===== src/rtl/sub_pkg.sv =====
// Shared definitions for the serial subtractor: FSM state encoding and
// the step-counter sizing helper.
package sub_pkg;

  typedef enum logic [1:0] {
    ST_IDLE = 2'd0,
    ST_RUN  = 2'd1,
    ST_DONE = 2'd2
  } state_t;

  // The counter has to hold NSTEPS-1 without wrapping; one spare bit keeps
  // the NSTEPS=1 case at a legal, non-zero width.
  function automatic int cnt_width(input int width, input int step);
    return $clog2(width / step) + 1;
  endfunction

endpackage


===== src/rtl/serial_sub_fs_cell.sv =====
// One-bit full-subtractor cell: d = x - y - br, with borrow-out bo.
module fs_cell (
  input  logic x,
  input  logic y,
  input  logic br,
  output logic d,
  output logic bo
);

  assign d  = x ^ y ^ br;
  assign bo = (~x & y) | (~(x ^ y) & br);

endmodule


===== src/rtl/serial_sub.sv =====
// Multi-cycle subtractor: a - b - bin over WIDTH bits, STEP bits per clock,
// LSB first, with a start/done handshake and signed-overflow flag.
module serial_sub
  import sub_pkg::*;
#(
  parameter int WIDTH = 8,
  parameter int STEP  = 1
) (
  input  logic             clk,
  input  logic             rst,
  input  logic             start,
  input  logic [WIDTH-1:0] a,
  input  logic [WIDTH-1:0] b,
  input  logic             bin,
  output logic             busy,
  output logic             done,
  output logic [WIDTH-1:0] diff,
  output logic             bout,
  output logic             ovf
);

  localparam int NSTEPS = WIDTH / STEP;
  localparam int CW     = cnt_width(WIDTH, STEP);
  localparam logic [CW-1:0] LAST = CW'(NSTEPS - 1);

  if (WIDTH < 2 || STEP < 1 || STEP > WIDTH || (WIDTH % STEP) != 0) begin : g_bad_params
    $error("serial_sub: WIDTH must be >= 2 and STEP must divide WIDTH");
  end

  state_t           state;
  logic [CW-1:0]    cnt;
  logic [WIDTH-1:0] a_sr;
  logic [WIDTH-1:0] b_sr;
  logic [WIDTH-1:0] acc;
  logic             br_r;
  logic             a_msb;
  logic             b_msb;

  logic [STEP:0]    chain;
  logic [STEP-1:0]  step_d;
  logic [WIDTH-1:0] acc_next;
  logic             ovf_next;

  // Ripple chain for this cycle's STEP bits, seeded by the carried borrow.
  assign chain[0] = br_r;

  for (genvar i = 0; i < STEP; i++) begin : g_cell
    fs_cell u_cell (
      .x  (a_sr[i]),
      .y  (b_sr[i]),
      .br (chain[i]),
      .d  (step_d[i]),
      .bo (chain[i+1])
    );
  end

  // New difference bits enter at the top so that after NSTEPS shifts the
  // first-computed (least significant) bits sit at the bottom.
  assign acc_next = WIDTH'({step_d, acc} >> STEP);
  assign ovf_next = (a_msb ^ b_msb) & (acc_next[WIDTH-1] ^ a_msb);

  assign busy = (state != ST_IDLE);
  assign done = (state == ST_DONE);

  // Control FSM with operand shifting, borrow carry and result publishing.
  always_ff @(posedge clk) begin
    if (rst) begin
      state <= ST_IDLE;
      cnt   <= '0;
      a_sr  <= '0;
      b_sr  <= '0;
      acc   <= '0;
      br_r  <= 1'b0;
      a_msb <= 1'b0;
      b_msb <= 1'b0;
      diff  <= '0;
      bout  <= 1'b0;
      ovf   <= 1'b0;
    end else begin
      case (state)
        ST_IDLE: begin
          if (start) begin
            a_sr  <= a;
            b_sr  <= b;
            br_r  <= bin;
            a_msb <= a[WIDTH-1];
            b_msb <= b[WIDTH-1];
            acc   <= '0;
            cnt   <= '0;
            state <= ST_RUN;
          end
        end
        ST_RUN: begin
          a_sr <= a_sr >> STEP;
          b_sr <= b_sr >> STEP;
          br_r <= chain[STEP];
          acc  <= acc_next;
          if (cnt == LAST) begin
            diff  <= acc_next;
            bout  <= chain[STEP];
            ovf   <= ovf_next;
            state <= ST_DONE;
          end else begin
            cnt <= cnt + CW'(1);
          end
        end
        ST_DONE: begin
          state <= ST_IDLE;
        end
        default: begin
          state <= ST_IDLE;
        end
      endcase
    end
  end

endmodule

===== config.mk =====
export PLATFORM = sky130hd
export DESIGN_NAME = serial_sub
export DESIGN_NICKNAME = d
export VERILOG_FILES = /design/src/rtl/sub_pkg.sv /design/src/rtl/serial_sub_fs_cell.sv /design/src/rtl/serial_sub.sv
export SDC_FILE = /design/constraint.sdc
export NUM_CORES = 1
export LEC_CHECK = 0
export ABC_CLOCK_PERIOD_IN_PS = 1500
export BUFFER_PORTS_ARGS = -buffer_cell sky130_fd_sc_hd__buf_2
export CORE_ASPECT_RATIO = 1.5
export CORE_MARGIN = 2
export CORE_UTILIZATION = 34
export CTS_BUF_LIST = sky130_fd_sc_hd__clkbuf_8
export DETAILED_ROUTE_END_ITERATION = 10
export HOLD_SLACK_MARGIN = 0.05
export SLEW_MARGIN = 20
export SYNTH_ARGS = -nofsm -noshare
export SYNTH_HDL_FRONTEND = slang
export SYNTH_HIERARCHICAL = 1
export SYNTH_SLANG_ARGS = --single-unit

===== constraint.sdc =====
create_clock -name clk -period 1.5 [get_ports clk]
set_input_delay 0.45 -clock clk [delete_from_list [all_inputs] [get_ports clk]]
set_output_delay 0.45 -clock clk [all_outputs]
set_load 0.01 [all_outputs]

# Word level (Yosys, flattened, before mapping)

Index checks and enable logic that the tools add are counted.

Magnitude comparators: 0
Multiplexer cells: 14
Multipliers: 0
Add/sub/neg operators: 1
Bitwise gates (word level): 10
Div/mod/pow operators: 0
Equal/unequal tests: 6
Reductions and logical operators: 8
Shifts and indexed selects: 0

Operators by type and width:

| kind                | number |
|---|---|
| $pmux 8 s2          | 3 |
| $mux 8              | 3 |
| $mux 4              | 2 |
| $pmux 4 s2          | 1 |
| $reduce_and 2->1    | 4 |
| $ne 2x2->1 const B  | 3 |
| $add 4x1->4 const B | 1 |
| $eq 4x3->1 const B  | 1 |
| $mux 2              | 2 |
| $pmux 2 s2          | 1 |
| $reduce_bool 2->1   | 2 |
| $xor 1x1->1         | 4 |
| $and 1x1->1         | 3 |
| $reduce_and 3->1    | 1 |
| $eq 2x1->1 const B  | 1 |
| $eq 2x2->1 const B  | 1 |
| $logic_not 2->1     | 1 |
| $not 1->1           | 2 |
| $pmux 1 s2          | 1 |
| $mux 1              | 1 |
| $or 1x1->1          | 1 |

Logic and storage cells: 50
Latch bits: 0
Memory bits (read-only): 0
Output and inout port bits: 12
Bits of input ports: 20
RAM bits: 0
Memories: 0
Flip-flop bits (word level): 43

# Logic depth before layout (Yosys ltp)

Depth in word-level cells: 5
Gate-level depth with buffers: 6
Gate-level depth less buffers: 5

# Hierarchy

Netlist, hierarchy kept.

By module, submodules not included:

| module     | sequential area each (µm²) | area an instance (µm²) | cells each | times used |
|---|---|---|---|---|
| serial_sub | 840.8                      | 1727.9                 | 214        | 1 |
| fs_cell    | 0.0                        | 31.3                   | 4          | 1 |

# Worst setup path before layout

No wires, ideal clock.

Kind: reg2reg
From: register b_sr[0]
To: register ovf
Buffers on the path: 0
Required time: 1.370 ns
Stages on the path, launching flop included: 6
Clock period less this slack: 1.592 ns
Arrival time: 1.462 ns
Slack: -0.092 ns
Library setup time: 0.130 ns
Cells stage by stage: dfxtp_1 -> inv_1 -> fa_1 -> and3b_1 -> a2111oi_0 -> nor3_1

Longest elaborated chain between the ends: 4

Ends and longest elaborated chain:

| item                      | RTL line                 | RTL |
|---|---|---|
| start: declaration        | serial_sub.sv:33         | `logic [WIDTH-1:0] b_sr;` |
| start signal: assignment  | serial_sub.sv:95         | `b_sr <= b_sr >> STEP;` |
| $xor 1x1->1 (2 in series) | serial_sub_fs_cell.sv:10 | `assign d = x ^ y ^ br;` |
| net step_d                | serial_sub.sv:40         | `logic [STEP-1:0] step_d;` |
| $xor 1x1->1               | serial_sub.sv:60         | `assign ovf_next = (a_msb ^ b_msb) & (acc_next[WIDTH-1] ^ a_msb);` |
| $and 1x1->1               | serial_sub.sv:60         |  |
| end signal: assignment    | serial_sub.sv:101        | `ovf <= ovf_next;` |
| end: declaration          | serial_sub.sv:19         | `output logic ovf` |

The timed path passes the listed nets, and every way through them passes these cells.
A chain may end at the register's enable or synchronous reset.

# Final worst setup path

From: register br_r
To: register ovf

Longest elaborated chain between the ends: 3

Ends and longest elaborated chain:

| item                     | RTL line                 | RTL |
|---|---|---|
| start: declaration       | serial_sub.sv:35         | `logic br_r;` |
| start signal: assignment | serial_sub.sv:85         | `br_r <= bin;` |
| start signal: assignment | serial_sub.sv:96         | `br_r <= chain[STEP];` |
| $xor 1x1->1              | serial_sub_fs_cell.sv:10 |  |
| net step_d               | serial_sub.sv:40         |  |
| $xor 1x1->1              | serial_sub.sv:60         |  |
| $and 1x1->1              | serial_sub.sv:60         |  |

The timed path passes the listed nets, and every way through them passes these cells.

==> impl_results.md <==
* Routed wire per std cell at around 12 um
* Most common cell in the synthesized netlist: sky130_fd_sc_hd__dfxtp_1
* Switching power share of the total at 0.258
* Library cell used as clock root buffer: sky130_fd_sc_hd__clkbuf_8
* EDFF count, synth at 0
* Reg-to-Reg Start: br_r
* Unrepaired setup endpoints after global routing: yes
* Detailed-router iteration count before antenna repair at 4
* Leakage power of the design at just under 0.9 nW
* First-pass GRT wire length at between 6 and 7 mm
* Overall track demand over capacity in global routing at 0.146
* Top layer in use: met4
* Fmax at between 600 and 700 MHz
* Met3 layer wire length in the routed design at around 140 um
* Portion of total power attributed to combinational logic at 0.138
* Die Footprint at ~0.0058 sq mm
* Number of buffers inserted during clock tree synthesis at 5
* Slew of the pin with the lowest slew margin at approximately 340 ps
* Routability-driven placement congestion ratio at ~0.7
* Synth cell count leaders: sky130_fd_sc_hd__dfxtp_1, sky130_fd_sc_hd__a21oi_1, sky130_fd_sc_hd__nand2_1, sky130_fd_sc_hd__nand3_1
* Number of antenna-violating nets in the routed design at 0
* Clock-pin slew of the registers on the worst-case setup and hold paths at 80 ps
* Critical-path maximum fanout at 3
* Syn_nets at 240
* Top cell type by total area after synthesis: sky130_fd_sc_hd__dfxtp_1
* I/O Pins at 32
* WL final at about 4.0 mm
* Clk_skew at ~7.4 ps
* Clk Latency, worst-skew pair at 300 ps
* Post-synthesis sequential element count at 42
* Setup ws final at -4.51 ps
* Fraction of layout cells with a size suffix above 1 at 0.283
* Pin count of the biggest net entering global routing at between 40 and 50
* Sequential share of the synthesized area at 0.478
* Antenna Diode Count at 0
* Number of antenna violations at the first check in global routing at 0
* Count of synthesis-stage warnings from yosys at 6
* Sequential fraction of design power at 0.527
* Grt total ovfl at 0
* Worst hold slack at 387 ps
* Net count reported at finish at 275
* Die span in x at approximately 63 um
* Top cell type's share of synthesized area at 0.478
* CTS tree: done
* Max Cap Viol at 0
* Number of violations reported at the end of detailed-routing iteration 0 at slightly below 60
* Pwr dens at roughly 1000 mW/mm^2
* Setup_tns at -4.51 ps
* Worst relative slew slack at 0.774
* Library cells used by synthesis at 30
* Row cnt at 32
* Detail Route met2 WL at between 2 and 2.5 mm
* Category of the critical setup timing path: reg -> reg
* Critical Path End Type: register
* Vias per Instance at between 5 and 6
* Startpoint Class: register
* Detailed-route via count at between 1500 and 2000
* Layout area overhead at 27.6%
* Number of cells on the worst hold path at 3
* Height of the die at between 90 and 100 um
* Mean instance size in the synthesized netlist at slightly above 8 sq um
* Portion of total power attributed to the clock network at 0.335
* Worst min-delay path endpoint: b_sr[5]
* Startpoint of the most critical hold path: b[5]
* Quantity of I/O buffers inserted on ports at 31
* Maximum buffer depth of the clock tree at 2
* Clock sink count at 42
* Type of the most critical hold path: in -> reg
* Peak supply drop at about 0.00057 V
* Area of the multi-input gates at approximately 850 sq um
* Post-detailed-placement half-perimeter wirelength at roughly 2.6 mm
* Worst R2R Path Depth at 5
* Proportion of synthesized flip-flops having asynchronous set or reset at 0
* Outcome: finished, violations left
* Period utilization at 1.00
* Max Transition Viols Final at 0
* Synthesized netlist cell count at 218
* Final cell utilization of the core at 0.441
* Post-place setup slack at -85.8 ps
* Most instantiated flip-flop cell in the synthesis netlist: sky130_fd_sc_hd__dfxtp_1
* Met1 wire length at roughly 1.8 mm
* Cell types occupying the most area after synthesis: sky130_fd_sc_hd__dfxtp_1, sky130_fd_sc_hd__a21oi_1, sky130_fd_sc_hd__a211oi_1, sky130_fd_sc_hd__nand2_1, sky130_fd_sc_hd__nand3_1
* Core area at around 0.0051 sq mm
* Violations in the final reports: setup timing
* Min Clock Period, post-route at 1500 ps
* Switching Power at 0.584 mW
* CP required at around 1700 ps
* Syn Std Cell Area at around 0.0018 sq mm
* Internal Power at ~1.7 mW
* Initial core utilization at 0.346
* H-tree levels at 2
* Filler Cells Inserted at 529
* Finish-stage setup viols at 1
* Number of global-route vias before repair at about 1600
* Terminus of the critical flop-to-flop path: ovf
* Worst reg2reg setup slack at -5 ps
* FF+latch area at between 800 and 900 sq um
* Final hold violation count at 0
* Data arrival time of the critical path at 1690 ps
* DRC errors left at 0
[cell families (layout without fill, tap and decap cells)]
kind of cell | Yosys count | count (layout) | synth area share
AO/OA/AOI/OAI | 71 | 71 | 0.237
adder cells (fa/ha/maj) | 2 | 2 | 0.0185
buffers and inverters | 23 | 59 | 0.0555
flip-flops | 42 | 42 | 0.478
AND/OR/NAND/NOR | 80 | 80 | 0.211
[area by class of cell]
class / count / share of cell area
tap: 68 / 0.0379
clock inverter: 2 / 0.00557
inverter: 3 / 0.00502
sequential: 42 / 0.380
clock buffer: 6 / 0.0368
timing repair buffer: 48 / 0.154
multi-input combinational: 153 / 0.380
[sequential cells by signal, indices dropped and copies added (netlist names)]
register / cells
diff: 8
a_msb: 1
acc: 7
b_sr: 8
cnt: 4
b_msb: 1
bout: 1
state: 2
ovf: 1
a_sr: 8
br_r: 1
[how the worst max path moves through the flow]
stage,depth (start not counted),slack (ps),startpoint,end
6_report,5,-5,br_r,ovf
5_1_grt,5,-110,br_r,ovf
4_1_cts,2,-30,state[1],busy
3_5_place_dp,5,-90,br_r,ovf
3_3_place_gp,5,-40,br_r,ovf
2_1_floorplan,5,-1,br_r,ovf
[metrics by stage]
| stage | instance area, sq um | power [mW] | cells |
|---|---|---|---|
| 2_1_floorplan | 1770 | 1.39 | 218 |
| 3_3_place_gp | 2060 | 1.49 | 308 |
| 3_5_place_dp | 2060 | 1.49 | 308 |
| 4_1_cts | 2190 | 2.28 | 320 |
| 5_1_grt | 2240 | 2.37 | 322 |
| 6_report | 2240 | 2.26 | 322 |
[metal layers]
metal,vias up,global-route usage
li1,828,-
met1,761,0.158
met2,25,0.265
met3,8,0.0258
met4,0,0.0815
met5,-,0
[cells in the final DEF, fill, tap and decap left out, types with 6 or more instances in the layout]
master	count
sky130_fd_sc_hd__buf_4	11
sky130_fd_sc_hd__nand2_1	29
sky130_fd_sc_hd__o21ai_0	9
sky130_fd_sc_hd__dfxtp_1	36
sky130_fd_sc_hd__a21oi_1	40
sky130_fd_sc_hd__nor2_1	16
sky130_fd_sc_hd__clkbuf_8	6
sky130_fd_sc_hd__buf_2	30
sky130_fd_sc_hd__nand3_1	19
sky130_fd_sc_hd__a211oi_1	16
[power by group through the flow]
stage / logic [mW] / clock network, mW / registers [mW]
after floorplan: 0.183 / 0 / 1.21
after global placement: 0.271 / 0 / 1.22
after detailed placement: 0.273 / 0 / 1.22
after CTS: 0.294 / 0.791 / 1.19
after global routing: 0.354 / 0.814 / 1.20
final: 0.312 / 0.759 / 1.19
[worst max-delay path, cell delays in order (launching register included)]
cell,delay (ps)
sky130_fd_sc_hd__dfxtp_2,330
sky130_fd_sc_hd__inv_1,50
sky130_fd_sc_hd__fa_1,580
sky130_fd_sc_hd__nor2_1,60
sky130_fd_sc_hd__a2111oi_2,300
sky130_fd_sc_hd__nor3_1,80
[what timing repair did]
| action | 4_1_cts | 5_1_grt |
|---|---|---|
| setup endpoints to repair | 3 | 5 |
| endpoints found under the hold margin | 0 | 0 |
| gates resized for setup | 6 | 11 |
| hold buffers | 0 | 0 |
| pin swaps | 2 | 2 |
| buffers inserted | 4 | 2 |
Power figures use the tool's default switching activity.
